===== src/rtl/output_port_tx_pkg.sv =====
// output_port_tx_pkg: packet field positions and link FSM encoding shared by the transmit and receive sides.
// Revision 1.0
`default_nettype none

package output_port_tx_pkg;

  typedef enum logic [0:0] {
    IDLE = 1'b0,
    HOLD = 1'b1
  } port_state_t;

  localparam int PAYLOAD_LSB = 0;

  // Fields are packed downward from the MSB: valid, leaf, port; addr and payload sit at the bottom.
  function automatic int valid_pos(input int packet_bits);
    return packet_bits - 1;
  endfunction

  function automatic int leaf_lsb(input int packet_bits, input int leaf_bits);
    return packet_bits - 1 - leaf_bits;
  endfunction

  function automatic int port_lsb(input int packet_bits, input int leaf_bits, input int port_bits);
    return packet_bits - 1 - leaf_bits - port_bits;
  endfunction

  function automatic int addr_lsb(input int payload_bits);
    return payload_bits;
  endfunction

endpackage

`default_nettype wire


===== src/rtl/output_port_tx_credit_counter.sv =====
// credit_counter: receiver-buffer credits, one consumed per word sent, refilled in blocks, saturating with a sticky overflow.
// Revision 1.0
`default_nettype none

module credit_counter #(
  parameter int ADDR_BITS   = 7,
  parameter int UPDATE_SIZE = 64
) (
  input  logic               clk,
  input  logic               reset,
  input  logic               consume,
  input  logic               replenish,
  output logic [ADDR_BITS:0] credits,
  output logic               nonzero,
  output logic               overflow
);

  // Wide enough that credits + UPDATE_SIZE never wraps before the saturation compare.
  localparam int SUM_W = ADDR_BITS + $clog2(UPDATE_SIZE + 1) + 2;
  localparam logic [SUM_W-1:0]     MAX_SUM     = SUM_W'(2 ** ADDR_BITS);
  localparam logic [ADDR_BITS:0]   MAX_CREDITS = (ADDR_BITS + 1)'(2 ** ADDR_BITS);

  logic [SUM_W-1:0] sum;

  always_comb begin
    sum = SUM_W'(credits);
    if (replenish) sum = sum + SUM_W'(UPDATE_SIZE);
    if (consume)   sum = sum - SUM_W'(1);
  end

  always_ff @(posedge clk) begin
    if (reset) begin
      credits  <= MAX_CREDITS;
      overflow <= 1'b0;
    end else if (sum > MAX_SUM) begin
      credits  <= MAX_CREDITS;
      overflow <= 1'b1;
    end else begin
      credits  <= sum[ADDR_BITS:0];
    end
  end

  assign nonzero = (credits != '0);

endmodule

`default_nettype wire


===== src/rtl/output_port_tx.sv =====
// output_port_tx: packs user words into addressed packets and holds each one until the leaf arbiter accepts it.
// Revision 1.0
`default_nettype none

module output_port_tx
  import output_port_tx_pkg::*;
#(
  parameter int PACKET_BITS           = 97,
  parameter int NUM_LEAF_BITS         = 6,
  parameter int NUM_PORT_BITS         = 4,
  parameter int NUM_ADDR_BITS         = 7,
  parameter int PAYLOAD_BITS          = 64,
  parameter int FREESPACE_UPDATE_SIZE = 64
) (
  input  logic                     clk,
  input  logic                     reset,
  input  logic [NUM_LEAF_BITS-1:0] dst_leaf,
  input  logic [NUM_PORT_BITS-1:0] dst_port,
  input  logic [PAYLOAD_BITS-1:0]  din_user2interface,
  input  logic                     vld_user2interface,
  output logic                     ack_interface2user,
  output logic [PACKET_BITS-1:0]   packet_from_output_port,
  input  logic                     ack_bft2interface,
  input  logic                     freespace_update,
  output logic                     credit_overflow
);

  localparam int VALID_POS = valid_pos(PACKET_BITS);
  localparam int LEAF_LSB  = leaf_lsb(PACKET_BITS, NUM_LEAF_BITS);
  localparam int PORT_LSB  = port_lsb(PACKET_BITS, NUM_LEAF_BITS, NUM_PORT_BITS);
  localparam int ADDR_LSB  = addr_lsb(PAYLOAD_BITS);

  port_state_t              state, state_next;
  logic [NUM_ADDR_BITS-1:0] addr;
  logic [NUM_ADDR_BITS:0]   credits;
  logic [PACKET_BITS-1:0]   packet_next;
  logic                     credit_nonzero;
  logic                     transfer;

  credit_counter #(
    .ADDR_BITS   (NUM_ADDR_BITS),
    .UPDATE_SIZE (FREESPACE_UPDATE_SIZE)
  ) u_credit_counter (
    .clk       (clk),
    .reset     (reset),
    .consume   (transfer),
    .replenish (freespace_update),
    .credits   (credits),
    .nonzero   (credit_nonzero),
    .overflow  (credit_overflow)
  );

  // A new word may enter only when the output slot is empty or is being emptied this cycle.
  assign ack_interface2user = !reset && credit_nonzero &&
                              (state == IDLE || ack_bft2interface);
  assign transfer = vld_user2interface && ack_interface2user;

  always_comb begin
    state_next  = state;
    packet_next = packet_from_output_port;
    if (transfer) begin
      state_next                                       = HOLD;
      packet_next                                      = '0;
      packet_next[VALID_POS]                           = 1'b1;
      packet_next[LEAF_LSB +: NUM_LEAF_BITS]           = dst_leaf;
      packet_next[PORT_LSB +: NUM_PORT_BITS]           = dst_port;
      packet_next[ADDR_LSB +: NUM_ADDR_BITS]           = addr;
      packet_next[PAYLOAD_LSB +: PAYLOAD_BITS]         = din_user2interface;
    end else if (state == HOLD && ack_bft2interface) begin
      state_next  = IDLE;
      packet_next = '0;
    end
  end

  always_ff @(posedge clk) begin
    if (reset) begin
      state                   <= IDLE;
      packet_from_output_port <= '0;
      addr                    <= '0;
    end else begin
      state                   <= state_next;
      packet_from_output_port <= packet_next;
      if (transfer) addr <= addr + NUM_ADDR_BITS'(1);
    end
  end

  // The nonzero flag is a shortcut for the full credit count; the two must never disagree.
  always_ff @(posedge clk) begin
    if (!reset) assert (credit_nonzero == (credits != '0));
  end

endmodule

`default_nettype wire

===== config.mk =====
export PLATFORM = sky130hd
export DESIGN_NAME = output_port_tx
export DESIGN_NICKNAME = d
export VERILOG_FILES = /design/src/rtl/output_port_tx_pkg.sv /design/src/rtl/output_port_tx_credit_counter.sv /design/src/rtl/output_port_tx.sv
export SDC_FILE = /design/constraint.sdc
export NUM_CORES = 1
export LEC_CHECK = 0
export CAP_MARGIN = 10
export CORE_AREA = 10 10 109 111
export CTS_CLUSTER_SIZE = 8
export DETAILED_ROUTE_END_ITERATION = 10
export DIE_AREA = 0 0 119 121
export GPL_TIMING_DRIVEN = 0
export PLACE_DENSITY = 0.86
export SLEW_MARGIN = 40
export SYNTH_ARGS = -nofsm -noshare
export SYNTH_HDL_FRONTEND = slang
export SYNTH_SLANG_ARGS = --single-unit

===== constraint.sdc =====
create_clock -name clk -period 5.82 [get_ports clk]
set_clock_uncertainty 0.2 [all_clocks]
set_input_delay 1.164 -clock clk [delete_from_list [all_inputs] [get_ports clk]]
set_output_delay 1.164 -clock clk [all_outputs]
set_load 0.01 [all_outputs]

==> impl_metrics.csv <==
group,metric,value,unit
run_status,status,"completed",
setup_path,cp.arrival,2.90,ns
clock_tree,cts.sinks,98,
synth,synth_common_cells,"98 x dfxtp_1, 98 x nor2_1, 82 x a22oi_1",
setup_path,cp-end-kind,"output pin",
clock_tree,cts.htree.levels,3,
layout,seq_area,1960,µm²
global_routing,grt_use_total,16.3,%
setup_path,rrSetupSlack,3.32,ns
timing,slew_headroom,58.3,%
routing,drt-pass1-iter-count,5,
setup_path,slowest_stage,"clkdlybuf4s50_1",
global_routing,overflow,0,
layout,nets,684,
placed_design,dp_hpwl,9690,µm
placed_design,portBuffers,161,
routing,viasPerCell,5.06,
synth,ys_async_sr_fraction,0,%
routing,drtIter0Drc,200,
setup_path,crit_chain,"clkdlybuf4s50_1, clkbuf_1, nor3_1, clkdlybuf4s50_1",
routing,totalWireLength,12300,µm
setup_path,critPathTopFamily,"buffers and inverters",
synth,synth_top_cell_area_share,51.1,%
clock_tree,worstSkewPairLatency,0.35,ns
synth,synth_cells,414,
timing,setup_viol,0,
setup_path,crit_fanout,10,
routing,num_vias,3731,
routing,wl_per_cell,16.7,µm
setup_path,cp_num_buf_inv,3,
layout,nFillCells,856,
global_routing,antenna_found_initial,0,
routing,postRouteAntennaNets,0,
setup_path,crit_top_cell,"clkdlybuf4s50_1",
timing,rsz0062_at_grt,"no",
routing,drc,0,
layout,antenna_cells,0,
timing,whs,0.304,ns
floorplanning,core.rowCount,36,
timing,fmax,235,MHz
layout,multi_input_area,1660,µm²
synth,ys.warnings.count,0,
floorplanning,io_pins,178,
synth,ys_ff_latch,98,
timing,fin_crit,4.26,ns
global_routing,grt_pass1_vias,3785,
synth,synthFlopType,"dfxtp_1",
floorplanning,die_w,119,µm
setup_path,crit_path_start_kind,"input pin",
clock_tree,ctsHoldBuffers,0,
layout,layout-drive-gt1-share,8.26,%
synth,synth_cell_type_count,43,
clock_tree,cts.path.max_buffers,2,
timing,slew_violations,0,
timing,setup_tns,0,ns
pwr,pwr_density_cell,263,nW/µm²
layout,area_growth_syn_to_layout,52.7,%
synth,syn_avg_cell_area,9.28,µm²
synth,synth-edff-count,0,
setup_path,crit_type,"input pin to output pin",
clock_tree,cts_tree,"built",
synth,synth_top_cell_by_area,"dfxtp_1",
floorplanning,die_area,14400,µm²
placed_design,gp_congestion,0.833,
floorplanning,coreArea,9640,µm²
setup_path,critPathRequiredTime,4.46,ns
clock_tree,root_buffer,"clkbuf_8",
timing,fin_crit_sh,73.2,%
clock_tree,cts_resized,0,
pwr,ir_worst_vdd,130,µV
clock_tree,postCtsSetupRepairBufs,0,
timing,tightestPinTransition,0.625,ns
synth,syn_area,3840,µm²
setup_path,cp_slowest_stage_delay,0.59,ns
timing,report.final.hold_viol_count,0,
global_routing,grt_pass1_wl,19300,µm
pwr,p_leak,2.22,nW
floorplanning,initial_core_util,39.8,%
global_routing,grt_max_degree,17,
worst_hold_path,holdCritPathClass,"flop to flop",
run,maxCapViolations,0,
synth,synth_area_leaders,"dfxtp_1 51%, a22oi_1 16%, nor2_1 9.6%",
clock_tree,clkSlewWorstSetupHoldPaths,0.10,ns
floorplanning,die_h,121,µm
synth,yosysSeqAreaShare,51.1,%
clock_tree,cts_buffers,9,
## worst register-to-register path: stages (launching register included)
cell      delay [ns]
dfxtp_1         0.33
inv_1           0.10
ha_1            0.18
and3b_1         0.25
a211oi_2        0.12
a21oi_2         0.50
clkbuf_1        0.50
a22oi_1         0.14
nor2_1          0.12
## stage by stage
stage	instances	power, mW	util (%)	cell area (µm²)	worst slack, ns
floorplan	428	0.947	-	3890	2.80
global placement	722	1.11	58.8	5670	1.54
detailed placement	722	1.12	58.8	5670	1.51
CTS	738	1.56	60.8	5860	1.51
global route	738	1.62	60.8	5860	1.46
finish	738	1.54	60.8	5860	1.56
## logic make-up (layout without fill, tap and decap cells)
| kind of cell | after synthesis | count (layout) | synth area share [%] |
|---|---|---|---|
| multiplexers | 1 | 1 | 0.261 |
| XOR/XNOR | 10 | 10 | 2.48 |
| other | 1 | 15 | 0.0977 |
| flip-flops | 98 | 98 | 51.1 |
| buffers and inverters | 51 | 228 | 7.07 |
| adder cells (fa/ha/maj) | 5 | 5 | 1.63 |
| AO/OA/AOI/OAI | 108 | 108 | 21.0 |
| AND/OR/NAND/NOR | 140 | 140 | 16.4 |
## registers in the layout (all words and copies together), names as in the netlist
name and flops:
addr 7, u_credit_counter.overflow 1, packet_from_output_port 82, u_credit_counter.credits 8
## cell type report
| class | count | area share [%] |
|---|---|---|
| Sequential cell | 98 | 33.5 |
| Multi-Input combinational cell | 279 | 28.3 |
| Timing Repair Buffer | 161 | 27.5 |
| Buffer | 46 | 4.31 |
| Tap cell | 133 | 2.84 |
| Clock buffer | 11 | 2.24 |
| Clock inverter | 5 | 1.07 |
| Inverter | 5 | 0.320 |
## report_power, final
part | leakage [nW] | internal (mW) | total, mW | switching (mW)
Combinational | 1.33 | 0.190 | 0.370 | 0.179
Clock | 0.0901 | 0.202 | 0.436 | 0.235
Sequential | 0.798 | 0.712 | 0.737 | 0.0258
## metal layers
layer | GRT usage (%) | vias to the layer above | share of wire (%)
li1 | - | 1804 | -
met1 | 16.7 | 1768 | 37
met2 | 28.9 | 149 | 52
met3 | 8.38 | 10 | 10
met4 | 4.20 | 0 | 0.88
met5 | 0 | - | 0
## worst paths after layout
| path | start | to | cells past startpoint |
|---|---|---|---|
| max | reset | ack_interface2user | 4 |
| min reg2reg | packet_from_output_port[54]$_SDFFE_PP0P_ | packet_from_output_port[54]$_SDFFE_PP0P_ | 2 |
| max reg2reg | u_credit_counter.credits[7]$_SDFF_PP1_ | packet_from_output_port[13]$_SDFFE_PP0P_ | 8 |
| min | packet_from_output_port[54]$_SDFFE_PP0P_ | packet_from_output_port[54]$_SDFFE_PP0P_ | 2 |
## layout by cell type, fill, tap and decap left out, drive strengths merged, types with 2 or more instances in the layout
cell type / synthesis / routed
clkdlybuf4s50: 0 / 161
nor2: 98 / 98
dfxtp: 98 / 98
a22oi: 82 / 82
clkbuf: 18 / 29
buf: 28 / 28
conb: 1 / 15
nand2: 9 / 9
xor2: 7 / 7
nor3: 7 / 7
a21oi: 7 / 7
inv: 5 / 6
ha: 5 / 5
o21ai: 5 / 5
a211oi: 5 / 5
nand4: 4 / 4
nand2b: 3 / 3
and3: 3 / 3
o31ai: 3 / 3
and2: 3 / 3
xnor2: 3 / 3
nand3b: 3 / 3
nand3: 3 / 3
nor2b: 2 / 2
or3: 2 / 2
clkinvlp: 0 / 2
a31oi: 2 / 2
Power figures use the tool's default switching activity.
